### config.mk
export PLATFORM = sky130hd
export DESIGN_NAME = nibble_serial_add_ctrl
export DESIGN_NICKNAME = d
export VERILOG_FILES = /design/src/rtl/nibble_serial_add_ctrl.sv
export SDC_FILE = /design/constraint.sdc
export NUM_CORES = 1
export LEC_CHECK = 0
export CORE_MARGIN = 1
export CORE_UTILIZATION = 45
export DETAILED_ROUTE_END_ITERATION = 8
export DONT_BUFFER_PORTS = 1
export MAX_ROUTING_LAYER = met4
export PLACE_DENSITY = 0.61
export SYNTH_ARGS = -nofsm -noshare
export SYNTH_HDL_FRONTEND = slang
export SYNTH_SLANG_ARGS = --single-unit
export TNS_END_PERCENT = 5
### constraint.sdc
create_clock -name clock -period 2.78 [get_ports clock]
set_input_delay 0.139 -clock clock [delete_from_list [all_inputs] [get_ports clock]]
set_output_delay 0.139 -clock clock [all_outputs]
set_load 0.005 [all_outputs]
### src/rtl/nibble_serial_add_ctrl.sv
// Wide adder built on one shared 4-bit slice, one nibble per clock,
// least-significant nibble first, with the inter-nibble carry held in a register.
module nibble_serial_add_ctrl #(
   parameter int NIBBLES = 4
) (
   input  logic                 clock,
   input  logic                 reset,
   input  logic                 start_valid,
   output logic                 start_ready,
   input  logic [4*NIBBLES-1:0] a,
   input  logic [4*NIBBLES-1:0] b,
   input  logic                 cin,
   output logic                 sum_valid,
   input  logic                 sum_ready,
   output logic [4*NIBBLES-1:0] sum,
   output logic                 cout,
   output logic                 ovf,
   output logic                 busy
);

   localparam int W  = 4 * NIBBLES;
   localparam int IW = (NIBBLES > 1) ? $clog2(NIBBLES) : 1;
   localparam logic [IW-1:0] LAST = IW'(NIBBLES - 1);

   typedef enum logic [1:0] {IDLE, ADD, DONE} state_t;

   state_t        state;
   state_t        next;
   logic [W-1:0]  op_a;
   logic [W-1:0]  op_b;
   logic          carry_r;
   logic [IW-1:0] idx;

   logic [3:0] low;
   logic       c3;
   logic       co;
   logic [3:0] nib;

   // Low three bits via a narrow add; bit 3 is built explicitly so its
   // carry-in is visible for the signed-overflow flag.
   assign low = {1'b0, op_a[2:0]} + {1'b0, op_b[2:0]} + {3'b000, carry_r};
   assign c3  = low[3];
   assign nib = {op_a[3] ^ op_b[3] ^ c3, low[2:0]};
   assign co  = (op_a[3] & op_b[3]) | (c3 & (op_a[3] ^ op_b[3]));

   assign start_ready = (state == IDLE);
   assign sum_valid   = (state == DONE);
   assign busy        = (state != IDLE);

   always_ff @(posedge clock) begin
      if (reset) state <= IDLE;
      else       state <= next;
   end

   always_comb begin
      next = state;
      unique case (state)
         IDLE: if (start_valid) next = ADD;
         ADD:  if (idx == LAST) next = DONE;
         DONE: if (sum_ready)   next = IDLE;
         default: next = IDLE;
      endcase
   end

   always_ff @(posedge clock) begin
      if (reset) begin
         op_a    <= '0;
         op_b    <= '0;
         carry_r <= 1'b0;
         idx     <= '0;
         sum     <= '0;
         cout    <= 1'b0;
         ovf     <= 1'b0;
      end else begin
         unique case (state)
            IDLE: begin
               if (start_valid) begin
                  op_a    <= a;
                  op_b    <= b;
                  carry_r <= cin;
                  idx     <= '0;
                  sum     <= '0;
               end
            end
            ADD: begin
               for (int k = 0; k < NIBBLES; k++)
                  if (idx == IW'(k)) sum[4*k +: 4] <= nib;
               carry_r <= co;
               op_a    <= op_a >> 4;
               op_b    <= op_b >> 4;
               idx     <= idx + IW'(1);
               if (idx == LAST) begin
                  cout <= co;
                  ovf  <= c3 ^ co;
               end
            end
            default: ;
         endcase
      end
   end

endmodule

* Word-level counts from Yosys, hierarchy flattened
Cells that the tools add are included.
** Storage, ports and cells
- Bits in registers :: 55
- Input port bits :: 37
- Output and inout port bits :: 21
- Logic and storage cells :: 60
** Cells by class
- Add/subtract/negate cells :: 3
- Eq/ne operators :: 11
- Muxes and demuxes :: 18
- Bitwise operators :: 6
- Reductions and logical operators :: 11
** Operator list (count)
- $pmux W16 S2 :: 3
- $mux W16 :: 3
- $mux W4 :: 4
- $reduce_and A3 Y1 :: 5
- $ne A2 B2 Y1 const B :: 5
- $mux W2 :: 4
- $eq A2 B2 Y1 const B :: 3
- $pmux W2 S3 :: 1
- $add A3 B3 Y4 :: 1
- $add A4 B1 Y4 :: 1
- $eq A2 B1 Y1 const B :: 2
- $logic_not A2 Y1 :: 2
- $pmux W2 S2 :: 1
- $reduce_and A2 Y1 :: 2
- $reduce_bool A2 Y1 :: 2
- $xor A1 B1 Y1 :: 3
- $add A2 B1 Y2 const B :: 1
- $and A1 B1 Y1 :: 2
- $ne A2 B1 Y1 const B :: 1
- $pmux W1 S2 :: 1
- $mux W1 :: 1
- $or A1 B1 Y1 :: 1

* Longest topological paths before layout
- Depth after elaboration :: 5
- Mapped depth :: 7

* Worst setup path before layout
Ideal clock, no wire load.
- Path kind :: flip-flop to flip-flop
- Start :: reg op_a[0]
- End :: reg sum[15]
- Setup time :: 0.070 ns
- Data arrival time :: 2.135 ns
- Setup slack :: 0.574 ns
- Stages on the path, launching flop included :: 7
- Path buffers :: 0
- Cells stage by stage :: dfxtp_1 > fa_1 > a21o_1 > a21oi_1 > fa_1 > or4_1 > a21oi_1
** On the way
- Longest elaborated chain between the ends :: 5
** RTL lines
- start: declaration :: RTL line 29 : logic [W-1:0] op_a;
- start signal: assignment :: RTL line 89 : op_a <= op_a >> 4;
- $add A3 B3 Y4 :: RTL line 41 : assign low = {1'b0, op_a[2:0]} + {1'b0, op_b[2:0]} + {3'b000, carry_r};
- $add A4 B1 Y4 :: RTL line 41
- $xor A1 B1 Y1 :: RTL line 43 : assign nib = {op_a[3] ^ op_b[3] ^ c3, low[2:0]};
- $mux W4 :: RTL line 87 : if (idx == IW'(k)) sum[4*k +: 4] <= nib;
- $pmux W16 S2 :: RTL line 75 : unique case (state)
- end signal: indexed assignment :: RTL line 87
- end: declaration :: RTL line 15 : output logic [4*NIBBLES-1:0] sum,
Every way passes these cells. The select of a mux whose other input is x is not followed.
A chain may end at the register's enable or synchronous reset.

* Worst setup path after layout
Same ends and word-level chain as after synthesis.

==> results.yml <==
synth:
  netlist_instances: 304
  yosysWarnings: 0
  avgSynthCellArea_sq_um: 8.31
  synth_seq_cells: 55
  yosys.area.top_type_share_pct: 43.6
  synth_cell_types: 35
  ys_seq_area_share_pct: 43.6
  ys_async_sr_fraction_pct: 0
  synth_commonest_cells: "60 x nand2_1, 55 x dfxtp_1, 29 x nor2_1, 24 x a311oi_1, 22 x a21oi_1"
  synth_area_sq_mm: 0.00253
  synth_ff_type: "dfxtp_1"
  synth_most_common_cell: "nand2_1"
  synth-edff-count: 0
  yosys.area.top_type: "dfxtp_1"
  synthesis.nets: 350
  yosys-top-cells-area: "dfxtp_1 44%, nand2_1 8.9%, a311oi_1 8.3%, a21oi_1 4.4%, nor2_1 4.3%"
timing:
  hold-worst-slack_ns: 0.0107
  drv_slew: 0
  fmax_mhz: 423
  finalSetupViolCount: 0
  worst_pin_slew_ns: 0.613
  rsz0062_at_grt: "false"
  relSlewSlack_pct: 59.1
  period_needed_ns: 2.36
  finalHoldViolations: 0
  fin_crit_sh_pct: 85.0
  clock_skew_ns: 0.0131
  finalSetupTns_ns: 0
detailed_routing:
  drtPass1Iterations: 4
  drt_wl_total_mm: 5.89
  ant_nets: 0
  drc_errors: 0
  avgViaCountPerCell: 5.61
  wl_per_cell_um: 15.2
  vias: 2176
  drtIter0Drc: 127
global_route:
  grt_pass1_wl_mm: 9.78
  overflow: 0
  grt_pass1_vias: 1983
  gr-usage-all-layers_pct: 21.6
  antenna_found_initial: 0
  grt_max_degree: 56
critical_path:
  arrival_ns: 2.60
  crit_slowest_cell: "or4_1"
  rr_startpoint: "op_a[0]"
  startpoint_type: "flop"
  crit_chain: "fa_1 > a21o_1 > a21oi_1 > fa_1 > or4_1 > a21oi_1"
  cp-end-kind: "flop"
  critPathRequiredTime_ns: 3.02
  crit_fanout: 3
  critPathMaxStageDelay_ns: 0.52
  startpoint: "op_a[0]"
  path_class: "reg -> reg"
final_layout:
  nets: 363
  antenna_cells: 0
  stdcell_count: 388
  layout-drive-gt1-share_pct: 4.72
  area_growth_pct: 15.2
power:
  peakVddDrop_mv: 0.290
  leakage_nw: 1.07
  power_w: 0.00158
  power_density_mw_per_mm2: 544
clock_tree:
  cts_tree: "yes"
  clkSlewWorstSetupHoldPaths_ns: 0.10
  postCtsSetupRepairBufs: 0
  cts-root-buf: "clkbuf_8"
  cts_buffer_depth: 2
  clock_latency_ns: 0.31
  cts_inserted_buffers: 5
  cts_resized: 0
  postCtsHoldBufs: 26
  cts-htree-levels: 2
  cts_sinks: 55
hold_path:
  hold_path.startpoint: "b[0]"
  hp-class: "in -> reg"
placed_design:
  place_inst: 352
  gp_congestion: 0.849
  io_buffer_count: 0
  hpwl_mm: 3.80
run_status:
  status: "completed"
floorplanning:
  fp.dieW_um: 76.9
  io_pins: 58
  dieArea_sq_mm: 0.00592
  floorplan.initialDensity_pct: 47.9
  die_h_um: 76.9
  rows: 26
  core_sq_mm: 0.00527
flow_run:
  max-cap-violations: 0
## area by class of cell
class                   instances  area [sq um]
well taps                      70          87.6
clock inverters                 1          5.00
clock buffers                   7          76.3
flip-flops and latches         55          1100
inverters                      14          52.6
repair buffers                 33           340
multi-input cells             208          1250
fillers                       510          2360
## through the flow
stage	setup slack [ns]	utilization [%]	instance area [sq um]
6_report	0.418	55.2	2910
4_1_cts	0.422	54.8	2890
3_3_place_gp	0.499	48.1	2540
5_1_grt	0.312	55.2	2910
2_1_floorplan	0.574	-	2530
3_5_place_dp	0.427	48.1	2540
## path summary, 6_finish.rpt
check | endpoint | slack, ns | cells past startpoint
worst min-delay path | op_b[0] | 0.01 | 2
worst max register to register | sum[15] | 0.42 | 6
worst max-delay path | sum[15] | 0.42 | 6
worst min register to register | op_a[12] | 0.47 | 2
## power by group
part | switching [W] | total [W] | internal (W)
Clock | 0.000256 | 0.000434 | 0.000178
Combinational | 0.000151 | 0.000266 | 0.000115
Sequential | 0.0000386 | 0.000881 | 0.000843
Total | 0.000446 | 0.00158 | 0.00114
## worst max-delay path, delay by kind of cell, from the launching register on
family	cells	cell delay [ns]
adder cells (fa/ha/maj)	2	0.94
AO/OA/AOI/OAI	3	0.52
AND/OR/NAND/NOR	1	0.52
flip-flops	1	0.34
## registers in the layout (all words and copies together) (netlist names)
name     count
op_a        16
op_b        16
sum         16
idx          2
state        2
carry_r      1
cout         1
ovf          1
## kinds of logic (layout without fill, tap and decap cells)
family / Yosys count / in the layout / synth area share, %
AO/OA/AOI/OAI: 70 / 70 / 19.6
XOR/XNOR: 1 / 1 / 0.347
adder cells (fa/ha/maj): 9 / 9 / 5.35
buffers and inverters: 41 / 55 / 7.08
flip-flops: 55 / 55 / 43.6
multiplexers: 3 / 3 / 1.19
AND/OR/NAND/NOR: 125 / 125 / 22.9
## placed cells by master, fill, tap and decap left out, types with 2 or more instances in the layout
cell type,Yosys,routed
buf_4,0,4
nand3_1,10,10
dlygate4sd3_1,0,27
o32ai_1,8,8
nor3_1,2,2
nand2_1,60,60
buf_12,0,2
dfxtp_1,55,55
mux2i_1,3,3
a211oi_1,2,2
or4_1,4,4
a21oi_1,22,22
or3_1,2,2
o21ai_0,8,8
a311oi_1,24,24
fa_1,3,3
clkbuf_8,0,5
nor2_1,29,29
o21a_1,2,2
or3b_1,2,2
clkbuf_1,12,2
nand2b_1,4,4
nand4b_1,5,5
ha_1,6,6
inv_1,14,14
## routing by layer
layer	vias to the layer above	part of all wire [%]	GRT usage, %
li1	1093	-	-
met1	1018	46	27.6
met2	58	48	33.4
met3	7	4.7	4.76
met4	0	1.1	7.69
met5	-	0	-
No activity file was read; power rests on OpenSTA's default activity.
